<file path="src/rtl/dmem_arbiter.sv">
// dmem_arbiter
//   Two-port arbiter/sequencer for the shared data_mem of the matrix-multiplier
//   core. Port A is the compute core, port B the host/matrix loader. Each
//   granted request is one memory beat: writes take IDLE->ISSUE, reads take
//   IDLE->ISSUE->CAPTURE with the read data returned through *_rdata/*_rvalid.
//
//   Build option: DMEM_ARB_RR_EN
//     defined   - round-robin on a tie (the port that did not win last wins)
//     undefined - fixed priority on a tie (port B always wins)
//
// Ports
//   clk, rst                  clock, synchronous active-high reset
//   a_*/b_* req,we,addr,wdata request side (held until *_gnt)
//   a_*/b_* gnt,rvalid,rdata  grant pulse, read-valid pulse, read data
//   busy                      high whenever the sequencer is not IDLE
//   mem_we,mem_w_addr,
//   mem_w_data,mem_r_addr     drive data_mem (w_data is 16 bits, zero-extended)
//   mem_r_data                data_mem registered read data
//
// State    | meaning
// IDLE     | waiting; picks a winner and registers its request
// ISSUE    | mem_* driven, winner's gnt pulsed; writes commit here
// CAPTURE  | read address held, mem_r_data captured at end of cycle
module dmem_arbiter #(
  parameter int AW = 8,
  parameter int DW = 8
) (
  input  logic          clk,
  input  logic          rst,
  input  logic          a_req,
  input  logic          a_we,
  input  logic [AW-1:0] a_addr,
  input  logic [DW-1:0] a_wdata,
  output logic          a_gnt,
  output logic          a_rvalid,
  output logic [DW-1:0] a_rdata,
  input  logic          b_req,
  input  logic          b_we,
  input  logic [AW-1:0] b_addr,
  input  logic [DW-1:0] b_wdata,
  output logic          b_gnt,
  output logic          b_rvalid,
  output logic [DW-1:0] b_rdata,
  output logic          busy,
  output logic          mem_we,
  output logic [AW-1:0] mem_w_addr,
  output logic [15:0]   mem_w_data,
  output logic [AW-1:0] mem_r_addr,
  input  logic [DW-1:0] mem_r_data
);

  typedef enum logic [1:0] {IDLE, ISSUE, CAPTURE} state_t;

  state_t        state;
  logic          sel_b;
  logic          we_q;
  logic [DW-1:0] w_data_q;

  logic          tie_b;
  logic          pick_b;
  logic          win_we;
  logic [AW-1:0] win_addr;
  logic [DW-1:0] win_wdata;

`ifdef DMEM_ARB_RR_EN
  // Set when B is preferred on the next tie; flips to the loser on every grant.
  logic rr_b;
  assign tie_b = rr_b;
`else
  assign tie_b = 1'b1;
`endif

  assign pick_b    = b_req & (~a_req | tie_b);
  assign win_we    = pick_b ? b_we    : a_we;
  assign win_addr  = pick_b ? b_addr  : a_addr;
  assign win_wdata = pick_b ? b_wdata : a_wdata;

  assign mem_w_data = 16'(w_data_q);

  always_ff @(posedge clk) begin
    if (rst) begin
      state      <= IDLE;
      sel_b      <= 1'b0;
      we_q       <= 1'b0;
      w_data_q   <= '0;
      a_gnt      <= 1'b0;
      b_gnt      <= 1'b0;
      a_rvalid   <= 1'b0;
      b_rvalid   <= 1'b0;
      a_rdata    <= '0;
      b_rdata    <= '0;
      busy       <= 1'b0;
      mem_we     <= 1'b0;
      mem_w_addr <= '0;
      mem_r_addr <= '0;
`ifdef DMEM_ARB_RR_EN
      rr_b       <= 1'b0;
`endif
    end else begin
      a_gnt    <= 1'b0;
      b_gnt    <= 1'b0;
      a_rvalid <= 1'b0;
      b_rvalid <= 1'b0;
      mem_we   <= 1'b0;
      case (state)
        IDLE: begin
          if (a_req | b_req) begin
            state <= ISSUE;
            busy  <= 1'b1;
            sel_b <= pick_b;
            we_q  <= win_we;
            a_gnt <= ~pick_b;
            b_gnt <= pick_b;
            // Only the address/data of the side being used moves; the other
            // side keeps its last value.
            if (win_we) begin
              mem_we     <= 1'b1;
              mem_w_addr <= win_addr;
              w_data_q   <= win_wdata;
            end else begin
              mem_r_addr <= win_addr;
            end
`ifdef DMEM_ARB_RR_EN
            rr_b <= ~pick_b;
`endif
          end
        end
        ISSUE: begin
          if (we_q) begin
            state <= IDLE;
            busy  <= 1'b0;
          end else begin
            state <= CAPTURE;
          end
        end
        CAPTURE: begin
          state <= IDLE;
          busy  <= 1'b0;
          if (sel_b) begin
            b_rdata  <= mem_r_data;
            b_rvalid <= 1'b1;
          end else begin
            a_rdata  <= mem_r_data;
            a_rvalid <= 1'b1;
          end
        end
        default: begin
          state <= IDLE;
          busy  <= 1'b0;
        end
      endcase
    end
  end

endmodule

</file>
<file path="config.mk">
export PLATFORM = sky130hd
export DESIGN_NAME = dmem_arbiter
export DESIGN_NICKNAME = d
export VERILOG_FILES = /design/src/rtl/dmem_arbiter.sv
export SDC_FILE = /design/constraint.sdc
export NUM_CORES = 1
export LEC_CHECK = 0
export BUFFER_PORTS_ARGS = -buffer_cell sky130_fd_sc_hd__buf_4
export CORE_MARGIN = 4
export CORE_UTILIZATION = 25
export CTS_CLUSTER_DIAMETER = 30
export DETAILED_ROUTE_END_ITERATION = 8
export PLACE_DENSITY_LB_ADDON = 0.2
export SLEW_MARGIN = 5
export SYNTH_ARGS = -nofsm -noshare
export SYNTH_HDL_FRONTEND = slang
export SYNTH_SLANG_ARGS = --single-unit
</file>
<file path="constraint.sdc">
create_clock -name clk -period 1.8 [get_ports clk]
set_clock_uncertainty 0.15 [all_clocks]
set_input_delay 0.36 -clock clk [delete_from_list [all_inputs] [get_ports clk]]
set_output_delay 0.36 -clock clk [all_outputs]
set_load 0.02 [all_outputs]
</file>
==> results of run 1 <==
## cells in the mapped netlist, types with 2 or more instances
cell      count  area [µm²]
a211oi_1     10        75.1
a21oi_1      10        50.1
a221oi_1     15         131
a221oi_2      9         135
buf_2         5        25.0
buf_4         8        60.1
buf_6         2        22.5
clkbuf_1     10        37.5
dfxtp_1      50        1000
inv_1        24        90.1
mux2i_1      16         160
nand2_1       5        18.8
nand3b_1      2        15.0
nor2_1       19        71.3
nor2b_1      10        62.6
nor3_1        2        10.0
nor3b_1       2        15.0
o21ai_0      10        50.1
or2_2         2        12.5
## area by class of cell
type                       instances  area, µm²  share of cell area [%]
sequential                        50       1000                    33.1
multi-input combinational        125        876                    28.9
timing repair buffer             106        808                    26.7
tap                              105        131                    4.34
inverter                          25       93.8                    3.10
clock buffer                       5       68.8                    2.27
clock inverter                     3       48.8                    1.61
## sequential cells by signal, indices dropped and copies added (netlist names)
register / count
a_rvalid: 1
sel_b: 1
mem_r_addr: 8
w_data_q: 8
b_gnt: 1
b_rvalid: 1
busy: 1
a_gnt: 1
mem_we: 1
a_rdata: 8
mem_w_addr: 8
we_q: 1
state: 2
b_rdata: 8
## worst register-to-register path: stages (launching register included)
cell and delay, ns:
dfxtp_1 0.32, or2_1 0.30, buf_4 0.21, a211oi_1 0.40, a221oi_1 0.14
## cells by family after synthesis
family,count (synthesis)
and+or+nand+nor,45
AOI/OAI and AO/OA,56
DFF,50
muxes,16
other,1
buffers and inverters,51
## power by group through the flow
stage	Combinational (W)	Sequential, W	Clock (W)
3_5_place_dp	0.000591	0.00125	0
2_1_floorplan	0.000260	0.00132	0
5_1_grt	0.000642	0.00123	0.000892
3_3_place_gp	0.000589	0.00125	0
6_report	0.000582	0.00122	0.000822
4_1_cts	0.000592	0.00122	0.000862
## metrics by stage
| stage | utilization (%) | power (W) |
|---|---|---|
| floorplan | - | 0.00158 |
| global placement | 35.6 | 0.00183 |
| detailed placement | 35.6 | 0.00184 |
| CTS | 37.0 | 0.00268 |
| global route | 37.0 | 0.00276 |
| finish | 37.0 | 0.00262 |
## layer usage
| metal | vias up | share of wire, % |
|---|---|---|
| li1 | 932 | - |
| met4 | 0 | 0 |
| met5 | - | 0 |
| met2 | 74 | 45 |
| met3 | 0 | 10 |
| met1 | 816 | 45 |
## worst min-delay path by stage
stage | endpoint | slack (ns) | depth (start not counted)
global route | b_rdata[6]$_SDFFE_PP0P_ | 0.16 | 3
global placement | state[1]$_SDFFE_PP0P_ | 0.30 | 1
floorplan | state[1]$_SDFFE_PP0P_ | 0.27 | 1
CTS | a_gnt$_SDFF_PP0_ | 0.13 | 2
detailed placement | state[1]$_SDFFE_PP0P_ | 0.29 | 1
finish | a_gnt$_SDFF_PP0_ | 0.14 | 2
==> metrics.yaml, run 1 <==
status: "completed"
grt_use_met1_pct: 15.4
finalSetupTns_ns: 0
grt-ovfl-total: 0
dieArea_um2: 9880
n_antenna_cell: 0
ys_types: 27
h-tree-depth: 2
nets: 359
cts_hold_buf: 0
dp_hpwl_um: 4370
max_stage_delay_ns: 0.40
cp-start-kind: "flip-flop"
synth_top_family_by_area: "compound AO/OA/AOI/OAI gates"
final_cell_mix: "buf_4, dfxtp_1, inv_1"
synth-simple-area-share_pct: 10.8
placed_area_um2: 2910
die_h_um: 99.4
fin_ws_ns: 0.144
sw_frac_of_total_pct: 28.6
synth_compound_area_share_pct: 21.7
cp.depth: 4
numPortBuffers: 91
via_per_inst: 4.35
wl_per_cell_um: 13.6
seq_area_frac_synth_pct: 47.9
dpl_worst_slack_ns: 0.130
synth_area_um2: 2090
dp.cells: 411
ant_nets: 0
switchingPower_w: 0.000750
vias: 1822
crit_fanout: 9
critPathBufInv: 1
synth.avg_cell_area_um2: 9.54
final_common_cell: "buf_4"
synth_edf_count: 0
ys_ff_latch: 50
placementRows: 33
ios: 100
post_cts_resized: 0
grtUsageMet3_pct: 4.84
cts_root_buffer: "clkbuf_8"
maxSlewViolCount: 0
yosysWarnings: 0
clock_sinks: 50
fill_cells: 884
cts_tree: "done"
hold_viol_final: 0
drive_gt1_share_pct: 40.1
cts.path.max_buffers: 2
use_met2_pct: 17.7
yosys.area_share.adder_pct: 0
max_cap_violations: 0
path_class: "reg2reg"
antenna_found_initial: 0
layoutNonFillerInstCount: 419
initial_core_util_pct: 25.6
finalSetupViolCount: 0
p_per_area_nw_per_um2: 867
hp-class: "in2reg"
worst_pin_slew_ns: 0.599
worstPathRequired_ns: 1.82
cts_buffers: 5
grt_first_pass_wirelength_um: 9340
core_area_um2: 8180
top_usage_layer: "met2"
static-leakage-power_nw: 1.36
drt_iter0_drc: 65
finalWirelength_um: 5700
grt_pass1_vias: 1884
cpMaxStageDelayCell: "a211oi_1"
startpoint: "state[0]$_SDFFE_PP0P_"
rr_worst_depth: 4
synth_cells: 219
pwr-share-seq_pct: 46.5
cts_setup_buffers: 0
endpoint: "mem_r_addr[1]$_SDFFE_PP0P_"
area_growth_syn_to_layout_pct: 44.9
arrival_ns: 1.68
fin_area_um2: 3030
maxSlewHeadroom_pct: 59.8
worstPathCellList: "or2_1 -> buf_4 -> a211oi_1 -> a221oi_1"
p_comb_share_pct: 22.2
cp_top_family: "compound AO/OA/AOI/OAI gates"
end_kind: "flip-flop"
first_pass_iters: 6
grt_setup_unrepaired: "no"
clkPwrFrac_pct: 31.3
hold_ws_ns: 0.143
ys_async_sr_fraction_pct: 0
hp-start: "b_req"
synth_flop_cell: "dfxtp_1"
die_x_um: 99.4
p_int_w: 0.00187
grt_max_degree: 28
r2r_slack_ns: 0.14
drc: 0
path_clk_slew_ns: 0.10
fmax_ghz: 0.604
synth_xor_area_share_pct: 0
ir_drop_v: 0.000455
rr_endpoint: "mem_r_addr[1]$_SDFFE_PP0P_"
r2r-start: "state[0]$_SDFFE_PP0P_"
track_usage_pct: 11.6
routabilityCongestion: 0.715
fin_crit_sh_pct: 92.0
clk_latency_ns: 0.30
min_period_ns: 1.66
synthMuxAreaShare_pct: 7.66
Note: power is estimated with default switching activity, not from simulation.
==> run 2: changes to the inputs <==
CORE_ASPECT_RATIO = 1.5   (was default)
==> run 2 against run 1 <==
Effect of this change:
- sequential share of layout area fell by 0.15 points
- final cell count fell by 0.95%
- worst hold slack improved by 0.020 ns
==> metrics.yaml, run 2 (same netlist as run 1, synthesis figures left out) <==
status: "completed"
via_per_inst: 4.48  # +3.0%
worst_pin_slew_ns: 0.649  # +0.0508 ns
seq_area_um2: 1000  # unchanged
min_period_ns: 1.64  # -0.0121 ns
numPortBuffers: 91  # unchanged
vias: 1859  # +2.0%
arrival_ns: 1.63  # -0.05 ns
fin_crit_sh_pct: 91.3  # -0.67 points
end_kind: "flip-flop"
track_usage_pct: 12.3  # +0.66 points
p_comb_share_pct: 20.8  # -1.4 points
p_int_w: 0.00204  # +8.8%
fill_cells: 845  # -4.4%
static-leakage-power_nw: 1.36  # +0.40%
drc: 0  # unchanged
antenna_found_initial: 0  # unchanged
cts_setup_buffers: 0  # unchanged
maxSlewViolCount: 0  # unchanged
die_h_um: 120  # +21%
fin_area_um2: 3040  # +0.45%
switchingPower_w: 0.000761  # +1.5%
ant_nets: 0  # unchanged
core_area_um2: 8060  # -1.4%
initial_core_util_pct: 25.9  # +0.37 points
cts.path.max_buffers: 2  # unchanged
sw_frac_of_total_pct: 27.2  # -1.4 points
final_common_cell: "buf_4"
post_cts_resized: 0  # unchanged
cts_tree: "done"
area_growth_syn_to_layout_pct: 45.6
h-tree-depth: 2  # unchanged
path_clk_slew_ns: 0.07  # -0.03 ns
grt_max_degree: 51  # +82%
cp_top_family: "compound AO/OA/AOI/OAI gates"
worstPathRequired_ns: 1.79  # -0.03 ns
routabilityCongestion: 0.721  # +0.91%
final_cell_mix: "buf_4, dfxtp_1, inv_1"
crit_fanout: 10  # +1
grt_first_pass_wirelength_um: 9490  # +1.6%
cts_hold_buf: 0  # unchanged
maxSlewHeadroom_pct: 56.4  # -3.4 points
placementRows: 40  # +21%
finalSetupTns_ns: 0  # unchanged
path_class: "reg2reg"
dp_hpwl_um: 4480  # +2.5%
multi_input_area_um2: 876  # unchanged
finalWirelength_um: 6100  # +7.1%
cts_buffers: 5  # unchanged
hp-class: "in2reg"
drt_iter0_drc: 113  # +74%
hold_viol_final: 0  # unchanged
placed_area_um2: 2880  # -1.0%
nets: 355  # -1.1%
fmax_ghz: 0.608  # +0.73%
dieArea_um2: 9910  # +0.31%
finalSetupViolCount: 0  # unchanged
grt_pass1_vias: 1899  # +0.80%
first_pass_iters: 4  # -2
drive_gt1_share_pct: 39.4  # -0.77 points
cts_root_buffer: "clkbuf_16"
grt-ovfl-total: 0  # unchanged
clkPwrFrac_pct: 35.6  # +4.3 points
die_x_um: 82.6  # -17%
n_antenna_cell: 0  # unchanged
max_cap_violations: 0  # unchanged
clock_sinks: 50  # unchanged
wl_per_cell_um: 14.7  # +8.1%
critPathBufInv: 1  # unchanged
cpMaxStageDelayCell: "a211oi_1"
ios: 100  # unchanged
worstPathCellList: "or2_1 -> buf_4 -> a211oi_1 -> a221oi_1"
p_per_area_nw_per_um2: 921  # +6.2%
cp-start-kind: "flip-flop"
clk_latency_ns: 0.28  # -0.02 ns
pwr-share-seq_pct: 43.5  # -3.0 points
max_stage_delay_ns: 0.37  # -0.03 ns
grt_setup_unrepaired: "no"
ir_drop_v: 0.000488  # +7.2%
[run 2: final cells by class]
type,instances,share of cell area (%)
clock buffers,7,5.02
clock inverters,1,0.288
inverters,25,3.09
multi-input cells,125,28.8
flip-flops and latches,50,32.9
well taps,105,4.32
repair buffers,102,25.6
[run 2: power groups by stage]
stage          clock network (W)  registers (W)  logic, W
4_1_cts                  0.00104        0.00122  0.000591
6_report                0.000998        0.00122  0.000583
3_5_place_dp                   0        0.00125  0.000590
3_3_place_gp                   0        0.00124  0.000586
5_1_grt                  0.00108        0.00123  0.000635
2_1_floorplan                  0        0.00132  0.000260
[run 2: worst register-to-register path: stages, from the launching register on]
cell and delay [ns]:
dfxtp_1 0.30, or2_1 0.32, buf_4 0.22, a211oi_1 0.37, a221oi_1 0.13
[run 2: layer usage]
metal  GRT usage (%)  wire (µm)  share of wire [%]  vias to the layer above
li1                -          -                  -                      921
met1            14.7       2460                 40                      861
met5               0          0                  0                        -
met2            20.3       3000                 49                       75
met3            4.43        596                9.8                        2
met4            3.37         40               0.66                        0
[run 2: per-stage QoR]
| step | instances | setup WS [ns] | hold slack [ns] | total power [W] | utilization [%] |
|---|---|---|---|---|---|
| after floorplan | 226 | 0.253 | 0.267 | 0.00158 | - |
| after global placement | 407 | 0.0694 | 0.294 | 0.00183 | 35.7 |
| after detailed placement | 407 | 0.0558 | 0.297 | 0.00184 | 35.7 |
| after CTS | 415 | 0.150 | 0.157 | 0.00286 | 37.7 |
| after global routing | 415 | 0.0656 | 0.170 | 0.00294 | 37.7 |
| final | 415 | 0.156 | 0.163 | 0.00280 | 37.7 |
[run 2: final timing paths]
check                                      startpoint                          to  slack [ns]  cells past startpoint
worst max-delay path            state[1]$_SDFFE_PP0P_  mem_w_addr[5]$_SDFFE_PP0P_        0.16                      4
worst min register to register      busy$_SDFFE_PP0P_           busy$_SDFFE_PP0P_        0.31                      2
worst min-delay path                    mem_r_data[4]     b_rdata[4]$_SDFFE_PP0P_        0.16                      3
worst max register to register  state[1]$_SDFFE_PP0P_  mem_w_addr[5]$_SDFFE_PP0P_        0.16                      4
==> run 3: changes to the inputs <==
clock period = 1.84 ns   (was 1.8 ns; I/O delays follow)
==> run 3 against run 2 <==
Effect of this change:
- first-iteration DRC count is 51% lower
- register-to-register slack better by 0.098 ns
- final cell count is 0.24% lower
- cell area is 0.25% lower
- global-route usage is 0.21 points lower
- clock power is 2% lower
- power is 2.1% lower
- routed wire length is 2.0% lower
- flip-flop and latch count stayed put
- worst hold slack better by 0.0060 ns
- largest power group unchanged
==> metrics.yaml, run 3 (same netlist as run 1, synthesis figures left out) <==
status: "completed"
grt-ovfl-total: 0  # unchanged
cts_tree: "done"
core_area_um2: 8060  # unchanged
vias: 1831  # -1.5%
ir_drop_v: 0.000417  # -14%
h-tree-depth: 2  # unchanged
crit_fanout: 12  # +2
static-leakage-power_nw: 1.36  # -0.35%
r2r_slack_ns: 0.25  # +0.10 ns
area_growth_syn_to_layout_pct: 45.2
hold_depth: 3  # unchanged
ant_nets: 0  # unchanged
maxSlewViolCount: 0  # unchanged
initial_core_util_pct: 25.9  # unchanged
hp-class: "in2reg"
n_antenna_cell: 0  # unchanged
grt_max_degree: 51  # unchanged
placed_area_um2: 2870  # -0.26%
finalSetupViolCount: 0  # unchanged
dp_hpwl_um: 4390  # -2.0%
max_stage_delay_ns: 0.41  # +0.04 ns
fin_ws_ns: 0.254  # +0.0978 ns
rr_endpoint: "mem_r_addr[1]$_SDFFE_PP0P_"
final_cell_mix: "buf_4, dfxtp_1, inv_1"
worstPathRequired_ns: 1.83  # +0.04 ns
end_kind: "flip-flop"
ios: 100  # unchanged
fin_crit_sh_pct: 86.2  # -5.1 points
routabilityCongestion: 0.724  # +0.43%
die_h_um: 120  # unchanged
nets: 354  # -0.28%
path_class: "reg2reg"
final_common_cell: "buf_4"
final_core_util_pct: 37.7  # -0.093 points
cpMaxStageDelayCell: "a211oi_1"
grt_pass1_vias: 1891  # -0.42%
grt_first_pass_wirelength_um: 9230  # -2.8%
fmax_ghz: 0.630  # +3.6%
antenna_found_initial: 0  # unchanged
numPortBuffers: 91  # unchanged
maxSlewHeadroom_pct: 54.8  # -1.6 points
max_cap_violations: 0  # unchanged
cts_setup_buffers: 0  # unchanged
track_usage_pct: 12.1  # -0.21 points
r2r-start: "state[1]$_SDFFE_PP0P_"
placementRows: 40  # unchanged
clock_sinks: 50  # unchanged
post_cts_resized: 0  # unchanged
rr_worst_depth: 4  # unchanged
drt_iter0_drc: 55  # -51%
dieArea_um2: 9910  # unchanged
min_period_ns: 1.59  # -0.0578 ns
endpoint: "mem_r_addr[1]$_SDFFE_PP0P_"
startpoint: "state[1]$_SDFFE_PP0P_"
worstPathCellList: "or2_1 -> buf_4 -> a211oi_1 -> a221oi_1"
cts.path.max_buffers: 2  # unchanged
finalWirelength_um: 5980  # -2.0%
first_pass_iters: 4  # unchanged
via_per_inst: 4.42  # -1.3%
hold_viol_final: 0  # unchanged
p_per_area_nw_per_um2: 903  # -1.9%
cts_buffers: 5  # unchanged
cts_hold_buf: 0  # unchanged
path_clk_slew_ns: 0.07  # about the same
worst_pin_slew_ns: 0.673  # +0.0235 ns
cts_root_buffer: "clkbuf_16"
cp-start-kind: "flip-flop"
clk_latency_ns: 0.29  # about the same
drc: 0  # unchanged
arrival_ns: 1.58  # -0.05 ns
finalSetupTns_ns: 0  # unchanged
fin_area_um2: 3030  # -0.25%
dpl_worst_slack_ns: 0.0913  # +0.0356 ns
die_x_um: 82.6  # unchanged
grt_setup_unrepaired: "no"
drive_gt1_share_pct: 39.2  # -0.20 points
wl_per_cell_um: 14.4  # -1.7%
==> run 3: changes by cell type in the layout (fill, tap and decap cells not counted) <==
cell   previous run  this run
buf_4           101       100
==> run 3: power breakdown <==
part / internal (W) / leakage (nW) / switching (W)
logic: 0.000256 / 0.868 / 0.000309
registers: 0.00116 / 0.409 / 0.0000377
clock network: 0.000581 / 0.0801 / 0.000402
==> run 3: stage by stage <==
stage / hold slack [ns] / std cells / total power (W)
2_1_floorplan: 0.267 / 226 / 0.00155
3_3_place_gp: 0.294 / 406 / 0.00179
3_5_place_dp: 0.294 / 406 / 0.00179
4_1_cts: 0.163 / 414 / 0.00279
5_1_grt: 0.172 / 414 / 0.00288
6_report: 0.169 / 414 / 0.00274
==> run 3: worst max-delay path: cells and delay by family, from the launching register on <==
family                 cells  cell delay, ns
AOI/OAI and AO/OA          2            0.54
buffers and inverters      1            0.20
DFF                        1            0.31
and+or+nand+nor            1            0.25
==> run 3: final cells by class <==
cell class / instances / area (µm²)
multi-input cells: 125 / 876
well taps: 105 / 131
flip-flops and latches: 50 / 1000
clock inverters: 1 / 8.76
repair buffers: 101 / 771
fillers: 833 / 5020
inverters: 25 / 93.8
clock buffers: 7 / 153
==> run 3: worst min path at each step <==
| stage | to | from |
|---|---|---|
| after global placement | state[1]$_SDFFE_PP0P_ | we_q$_SDFFE_PP0P_ |
| after global routing | b_rdata[5]$_SDFFE_PP0P_ | mem_r_data[5] |
| after detailed placement | state[1]$_SDFFE_PP0P_ | we_q$_SDFFE_PP0P_ |
| after CTS | b_rdata[7]$_SDFFE_PP0P_ | mem_r_data[7] |
| final | b_rdata[7]$_SDFFE_PP0P_ | mem_r_data[7] |
| after floorplan | state[1]$_SDFFE_PP0P_ | we_q$_SDFFE_PP0P_ |
==> run 3: layer usage <==
metal	up-vias	share of wire (%)	wire length [µm]	global-route usage (%)
li1	920	-	-	-
met5	-	0	0	0
met2	70	49	2900	19.5
met1	835	41	2440	14.9
met4	0	1.4	85	3.99
met3	6	9.2	548	3.83
